===== config.mk =====
export PLATFORM = sky130hd
export DESIGN_NAME = multicycle_controller
export DESIGN_NICKNAME = d
export VERILOG_FILES = /design/src/rtl/multicycle_controller.sv
export SDC_FILE = /design/constraint.sdc
export NUM_CORES = 1
export LEC_CHECK = 0
export CAP_MARGIN = 25
export CORE_MARGIN = 5
export CORE_UTILIZATION = 48
export DETAILED_ROUTE_END_ITERATION = 8
export DONT_BUFFER_PORTS = 1
export SETUP_SLACK_MARGIN = 0.5
export SLEW_MARGIN = 25
export SYNTH_ARGS = -nofsm -noshare
export SYNTH_HDL_FRONTEND = slang
export SYNTH_SLANG_ARGS = --single-unit

===== constraint.sdc =====
create_clock -name clk -period 3.1 [get_ports clk]
set_input_delay 0.62 -clock clk [delete_from_list [all_inputs] [get_ports clk]]
set_output_delay 0.62 -clock clk [all_outputs]
set_load 0.03 [all_outputs]

===== src/rtl/multicycle_controller.sv =====
// Five-state multi-cycle control unit: fetch, decode, execute, memory, write-back.
// Drives datapath controls as Moore outputs from the state and the opcode/funct latched in DECODE.
module multicycle_controller #(
    parameter int CNT_W    = 16,
    parameter int WAIT_MAX = 15
) (
    input  logic             clk,
    input  logic             rst_n,
    input  logic [31:0]      instruction_i,
    input  logic             mem_ready_i,
    output logic             pc_write_o,
    output logic             ir_write_o,
    output logic             reg_write_o,
    output logic             mem_read_o,
    output logic             mem_write_o,
    output logic             mem_to_reg_o,
    output logic             alu_src_o,
    output logic             reg_dst_o,
    output logic [3:0]       alu_op_o,
    output logic [2:0]       state_o,
    output logic             illegal_o,
    output logic             bus_error_o,
    output logic [CNT_W-1:0] retired_o
);

    localparam logic [2:0] S_FETCH  = 3'd0;
    localparam logic [2:0] S_DECODE = 3'd1;
    localparam logic [2:0] S_EXEC   = 3'd2;
    localparam logic [2:0] S_MEM    = 3'd3;
    localparam logic [2:0] S_WB     = 3'd4;

    localparam logic [5:0] OP_RTYPE = 6'b000000;
    localparam logic [5:0] OP_LW    = 6'b100011;
    localparam logic [5:0] OP_SW    = 6'b101011;
    localparam logic [5:0] OP_ADDI  = 6'b001000;
    localparam logic [5:0] OP_ANDI  = 6'b001100;
    localparam logic [5:0] OP_ORI   = 6'b001101;

    localparam logic [3:0] ALU_AND = 4'b0000;
    localparam logic [3:0] ALU_OR  = 4'b0001;
    localparam logic [3:0] ALU_ADD = 4'b0010;
    localparam logic [3:0] ALU_SUB = 4'b0110;
    localparam logic [3:0] ALU_SLT = 4'b0111;

    localparam logic [7:0] WAIT_LAST = 8'(WAIT_MAX - 1);

    // Packed decode result: {legal, is_lw, is_sw, is_rtype, alu_op[3:0]}
    function automatic logic [7:0] decode(input logic [5:0] op, input logic [5:0] fn);
        logic       legal;
        logic       is_lw;
        logic       is_sw;
        logic       is_r;
        logic [3:0] alu;
        legal = 1'b1;
        is_lw = 1'b0;
        is_sw = 1'b0;
        is_r  = 1'b0;
        alu   = ALU_ADD;
        case (op)
            OP_LW:   is_lw = 1'b1;
            OP_SW:   is_sw = 1'b1;
            OP_ADDI: alu = ALU_ADD;
            OP_ANDI: alu = ALU_AND;
            OP_ORI:  alu = ALU_OR;
            OP_RTYPE: begin
                is_r = 1'b1;
                case (fn)
                    6'b100000: alu = ALU_ADD;
                    6'b100010: alu = ALU_SUB;
                    6'b100100: alu = ALU_AND;
                    6'b100101: alu = ALU_OR;
                    6'b101010: alu = ALU_SLT;
                    default:   legal = 1'b0;
                endcase
            end
            default: legal = 1'b0;
        endcase
        return {legal, is_lw, is_sw, is_r, alu};
    endfunction

    logic [2:0]       state_q, state_d;
    logic [5:0]       opcode_q, opcode_d;
    logic [5:0]       funct_q, funct_d;
    logic [7:0]       wait_q, wait_d;
    logic [CNT_W-1:0] retired_q, retired_d;
    logic             illegal_q, illegal_d;
    logic             bus_error_q, bus_error_d;

    logic [7:0] dec_in;
    logic [7:0] dec_lat;
    logic       in_legal;
    logic       lat_lw;
    logic       lat_sw;
    logic       lat_r;
    logic [3:0] lat_alu;

    assign dec_in   = decode(instruction_i[31:26], instruction_i[5:0]);
    assign dec_lat  = decode(opcode_q, funct_q);
    assign in_legal = dec_in[7];
    assign lat_lw   = dec_lat[6];
    assign lat_sw   = dec_lat[5];
    assign lat_r    = dec_lat[4];
    assign lat_alu  = dec_lat[3:0];

    always_ff @(posedge clk or negedge rst_n) begin
        if (!rst_n) begin
            state_q     <= S_FETCH;
            opcode_q    <= '0;
            funct_q     <= '0;
            wait_q      <= '0;
            retired_q   <= '0;
            illegal_q   <= 1'b0;
            bus_error_q <= 1'b0;
        end else begin
            state_q     <= state_d;
            opcode_q    <= opcode_d;
            funct_q     <= funct_d;
            wait_q      <= wait_d;
            retired_q   <= retired_d;
            illegal_q   <= illegal_d;
            bus_error_q <= bus_error_d;
        end
    end

    // Event pulses are registered, so they appear in the cycle after the decision (the next FETCH).
    always_comb begin
        state_d     = S_FETCH;
        opcode_d    = opcode_q;
        funct_d     = funct_q;
        retired_d   = retired_q;
        illegal_d   = 1'b0;
        bus_error_d = 1'b0;
        case (state_q)
            S_FETCH: state_d = S_DECODE;
            S_DECODE: begin
                opcode_d = instruction_i[31:26];
                funct_d  = instruction_i[5:0];
                if (in_legal) begin
                    state_d = S_EXEC;
                end else begin
                    illegal_d = 1'b1;
                end
            end
            S_EXEC: state_d = (lat_lw || lat_sw) ? S_MEM : S_WB;
            S_MEM: begin
                if (mem_ready_i) begin
                    if (lat_lw) begin
                        state_d = S_WB;
                    end else begin
                        retired_d = retired_q + CNT_W'(1);
                    end
                end else if (wait_q == WAIT_LAST) begin
                    bus_error_d = 1'b1;
                end else begin
                    state_d = S_MEM;
                end
            end
            S_WB: retired_d = retired_q + CNT_W'(1);
            default: state_d = S_FETCH;
        endcase
    end

    // Counter runs only while staying in MEM, so every entry starts from zero.
    always_comb begin
        wait_d = '0;
        if (state_q == S_MEM && state_d == S_MEM) begin
            wait_d = wait_q + 8'd1;
        end
    end

    always_comb begin
        pc_write_o   = 1'b0;
        ir_write_o   = 1'b0;
        reg_write_o  = 1'b0;
        mem_read_o   = 1'b0;
        mem_write_o  = 1'b0;
        mem_to_reg_o = 1'b0;
        alu_src_o    = 1'b0;
        reg_dst_o    = 1'b0;
        alu_op_o     = ALU_ADD;
        case (state_q)
            S_FETCH: begin
                // Held off while reset is asserted so reset shows every control low.
                pc_write_o = rst_n;
                ir_write_o = rst_n;
            end
            S_EXEC: begin
                alu_op_o  = lat_alu;
                alu_src_o = !lat_r;
            end
            S_MEM: begin
                alu_op_o    = lat_alu;
                alu_src_o   = !lat_r;
                mem_read_o  = lat_lw;
                mem_write_o = lat_sw;
            end
            S_WB: begin
                alu_op_o     = lat_alu;
                alu_src_o    = !lat_r;
                reg_write_o  = 1'b1;
                mem_to_reg_o = lat_lw;
                reg_dst_o    = lat_r;
            end
            default: ;
        endcase
    end

    assign state_o     = state_q;
    assign illegal_o   = illegal_q;
    assign bus_error_o = bus_error_q;
    assign retired_o   = retired_q;

endmodule


== After elaboration in Yosys (flattened, before gate mapping) ==
Cells that the tools add are included.
Operators by class
  add/subtract/negate cells: 2
  equality and inequality tests: 26
  mux-type cells: 30
  reduce and logical (&&, ||, !) cells: 11
Operators with widths (number)
  6-bit equality test (second input constant): 13
  16-bit 2-to-1 mux: 2
  16-bit one-hot mux with 2 select lines: 1
  6-bit by 4-bit equality test with 1-bit output (second input constant): 5
  3-bit one-hot mux with 4 select lines: 2
  16-bit by 1-bit adder with 16-bit output (second input constant): 1
  1-bit 2-to-1 mux: 16
  6-bit zero test: 2
  5-bit OR reduction: 2
  3-bit by 2-bit equality test with 1-bit output (second input constant): 3
  3-bit 2-to-1 mux: 3
  3-bit one-hot mux with 3 select lines: 1
  8-bit by 1-bit adder with 8-bit output (second input constant): 1
  8-bit by 4-bit equality test with 1-bit output (second input constant): 1
  8-bit 2-to-1 mux: 1
  2-bit 2-to-1 mux: 2
  4-bit 2-to-1 mux: 1
  2-bit inequality test (second input constant): 2
  3-bit by 1-bit equality test with 1-bit output (second input constant): 1
  3-bit equality test (second input constant): 1
  3-bit zero test: 1
  3-bit AND reduction: 1
  3-bit OR reduction: 1
  1-bit one-hot mux with 2 select lines: 1
  4 further kinds: 4
Word-level totals
  flip-flop bits (word level): 41
  output and inout port bits: 33
  logic and storage cells: 76

== Longest topological paths before layout ==
  depth in word-level cells: 9
  mapped depth: 8
  depth with buffers taken out: 7

== Least setup slack after synthesis ==
Ideal clock, no wire load.
  path type: flip-flop to output port
  start: register state_q[0], in the netlist state_o[0]
  end: output pc_write_o
  arrival: 2143 ps
  data required time: 2480 ps
  setup slack: 337 ps
  stages on the path, launching flop included: 4
  cell sequence: dfrtp_1 clkbuf_1 nor4b_1 buf_4
On the way
  longest elaborated chain between the ends: 2
Ends and longest elaborated chain
  start: declaration: RTL line 81  | logic [2:0] state_q, state_d;
  start signal: assignment: RTL line 115  | state_q <= state_d;
  3-bit zero test
  1-bit 2-to-1 mux
  end: declaration: RTL line 11  | output logic pc_write_o,
No other way between the ends.

== Worst setup path in the final report ==
  start: register opcode_q[3]
  end: output alu_op_o[1]
On the way
  longest elaborated chain between the ends: 3
  elaborated cells on any way between the ends: 5
  those cells by class: eq/ne (2); mux (2); reduce/logical (1)
Ends and longest elaborated chain
  start: declaration: RTL line 82  | logic [5:0] opcode_q, opcode_d;
  start signal: assignment: RTL line 116  | opcode_q <= opcode_d;
  6-bit by 4-bit equality test with 1-bit output / 6-bit zero test (equally long branches)
  3-bit one-hot mux with 3 select lines *: RTL line 59  | case (op)
  4-bit 2-to-1 mux *: RTL line 181  | case (state_q)
  end: declaration: RTL line 19  | output logic [3:0] alu_op_o,
Every way passes the cells marked *; elsewhere a longest branch is shown, timed or not.

==> flow_summary.toml <==
[run_status]
status = "complete, no violations"

[place]
place_area_mm2 = 0.00210
dp_hpwl_um = 3030
globalplace.congestion = 0.820
portBuffers = 0

[worst_hold_path]
hold_class = "input pin to async pin"

[logic_synthesis]
postSynthCellCount = 189
yosysTopAreaCellShare_pct = 50.9
synth.largest_area_cell = "dfrtp_1"
netlist_area_mm2 = 0.00202
synthMuxAreaShare_pct = 7.26
synthDistinctLibCells = 39
synth_most_common_cell = "dfrtp_1"
yosysSeqAreaShare_pct = 50.9
ys_top_cells_by_count = "41 x dfrtp_1, 22 x nor2_1, 13 x mux2_2, 13 x xor2_1, 12 x nand2_1"
synth_compound_gate_area_share_pct = 4.22
synthSimpleGateAreaFrac_pct = 24.0
synthArstFlopShare_pct = 100
synth_enable_flop_cells = 0
synth_top_family_by_area = "simple AND/OR/NAND/NOR gates"
yosys_register_bits = 41
synthFlopType = "dfrtp_1"
synth_warnings = 0
synthAdderAreaFrac_pct = 1.86
syn-num-nets = 227
avgSynthCellArea_um2 = 10.7
synth-xor-area-share_pct = 9.12
synth_top_cells_by_area = "dfrtp_1 51%, mux2_2 7.3%, xor2_1 5.6%"

[cells_and_area]
area.growth.synth_to_final_pct = 13.4
layout.nets = 241
design_area_mm2 = 0.00229
antenna_cells = 0
drive_above_1_share_pct = 21.7
utilization_pct = 56.8
fillCellCount = 356

[detailed_routing]
drtPass1Iterations = 4
drt_iter0_drc = 115
drcViolationCount = 0
wl_met2_um = 2050
wl_met3_um = 338
wl_um = 4230
highest_layer = "met4"
wirelength_met1_um = 1780
routed_via_density = 5.65
vias = 1429
post_drt_wl_per_cell_um = 16.7
ant_nets = 0

[clock_tree]
clkSlewWorstSetupHoldPaths_ps = 70
cts.sinks = 41
clk_latency_ps = 290
cts_tree = "done"
clock-root-buffer = "clkbuf_8"
cts_buffer_depth = 2
cts_buffers = 5
h-tree-depth = 2

[worst_setup_path]
crit_path_start_kind = "flip-flop"
critical_path_class = "flip-flop to output port"
critical_path.max_stage_delay_ps = 450
worst_setup_path_end_kind = "output port"
cp_max_fo = 4
rrSetupSlack_ps = 950
worstPathCellList = "or3_4 -> or4_4 -> nor3b_4 -> a31oi_1 -> or3b_4"
cp_slowest_cell = "or4_4"
required_ps = 2480
cp_data_arrival_time_ps = 2330
cp_top_family = "simple AND/OR/NAND/NOR gates"
worst-path-buf-inv = 0

[sta]
tightestPinTransition_ps = 555
rsz0062_at_grt = "true"
relSlewSlack_pct = 63.0
setup_viol = 0
drv_slew = 0
period_share_pct = 95.0
hold_viol = 0
hold_slack_ps = 22.3
setup_tns_ps = 0
min_period_ps = 2950
fmax_mhz = 339
clock_skew_ps = 4.66

[job]
max_cap_viol_count = 0

[floorplanning]
core_area_mm2 = 0.00403
die_w_um = 74.8
io_pins = 68
die_y_um = 74.8
initial_utilization_pct = 50.1
rows = 23
die_area_mm2 = 0.00560

[power_and_ir_drop]
irDropWorstVdd_v = 0.000448
p_leak_uw = 0.000958
power_density_mw_per_mm2 = 705

[global_route]
grt_pass1_vias = 1453
grt_first_pass_wirelength_um = 6980
grt_overflow = 0
grt_max_degree = 43
antenna_found_initial = 0
grt_usage_pct = 16.5
==> metal layers <==
layer  vias to the layer above  track usage [%]
met5                         -                0
met4                         0             5.73
met3                         6             7.21
met2                        42             26.5
met1                       693             19.7
li1                        688                -
==> cells in the final DEF (no fill, tap or decap), types with 3 or more instances in the layout <==
cell type / count
nand2_1: 12
nand3_1: 7
mux2_2: 13
nor3_1: 6
nand4_1: 9
xnor2_1: 8
a21oi_1: 3
ha_1: 3
clkbuf_8: 6
inv_1: 7
nor2_1: 18
nor3b_1: 3
nor4_1: 5
xor2_1: 13
buf_4: 8
dfrtp_1: 41
nor2_2: 3
and2_1: 4
==> power breakdown <==
part	leakage (µW)	switching, µW	internal (µW)
Sequential	0.000505	217	652
Clock	0.0000443	171	177
Combinational	0.000409	182	213
Total	0.000958	570	1040
==> sequential cells by signal, indices dropped and copies added, names as in the netlist <==
register and cells:
wait_q 8, funct_q 6, state_o 3, retired_o 16, opcode_q 6, illegal_o 1
bus_error_o 1
==> final cells by class <==
| type | instances | area, µm² | share of cell area [%] |
|---|---|---|---|
| Timing Repair Buffer | 11 | 101 | 4.43 |
| Inverter | 7 | 26.3 | 1.15 |
| Tap cell | 50 | 62.6 | 2.74 |
| Multi-Input combinational cell | 137 | 985 | 43.1 |
| Clock buffer | 7 | 86.3 | 3.77 |
| Sequential cell | 41 | 1030 | 44.9 |
==> final timing paths <==
check                             from            to  cells after the start
min in group clk           mem_ready_i   bus_error_o                      1
hold / removal                   rst_n   opcode_q[5]                      0
setup reg to reg           opcode_q[3]  retired_o[1]                      5
max in group asynchronous        rst_n     wait_q[0]                      1
hold reg to reg             funct_q[5]    funct_q[5]                      1
setup / recovery           opcode_q[3]   alu_op_o[1]                      5
==> timing repair <==
action / in CTS / in global routing
endpoints found under the hold margin: 0 / 24
setup endpoints to repair: 4 / 5
gates cloned: 0 / 0
pin swaps: 4 / 5
hold buffers: 0 / 2
buffers inserted: 5 / 0
resized for setup: 4 / 4
==> worst register-to-register path, cell delays in order, from the launching register on <==
cell and delay, ps:
dfrtp_1 380, or3_4 390, buf_4 140, or2_2 330, a21oi_2 410, mux2_2 390
==> metrics by stage <==
stage          cells  total power [µW]  setup WS (ps)
6_report         253              1610            154
5_1_grt          253              1710           89.9
4_1_cts          251              1610            110
3_5_place_dp     239              1230            389
3_3_place_gp     239              1200            414
2_1_floorplan    189              1140            513
==> cell families (layout without fill, tap and decap cells) <==
logic type,Yosys count,in the layout
other,1,1
buffers and inverters,11,25
XOR/XNOR,21,21
AND/OR/NAND/NOR,86,86
adder cells (fa/ha/maj),3,3
AO/OA/AOI/OAI,13,13
flip-flops,41,41
multiplexers,13,13
(Power assumes the default switching activity.)
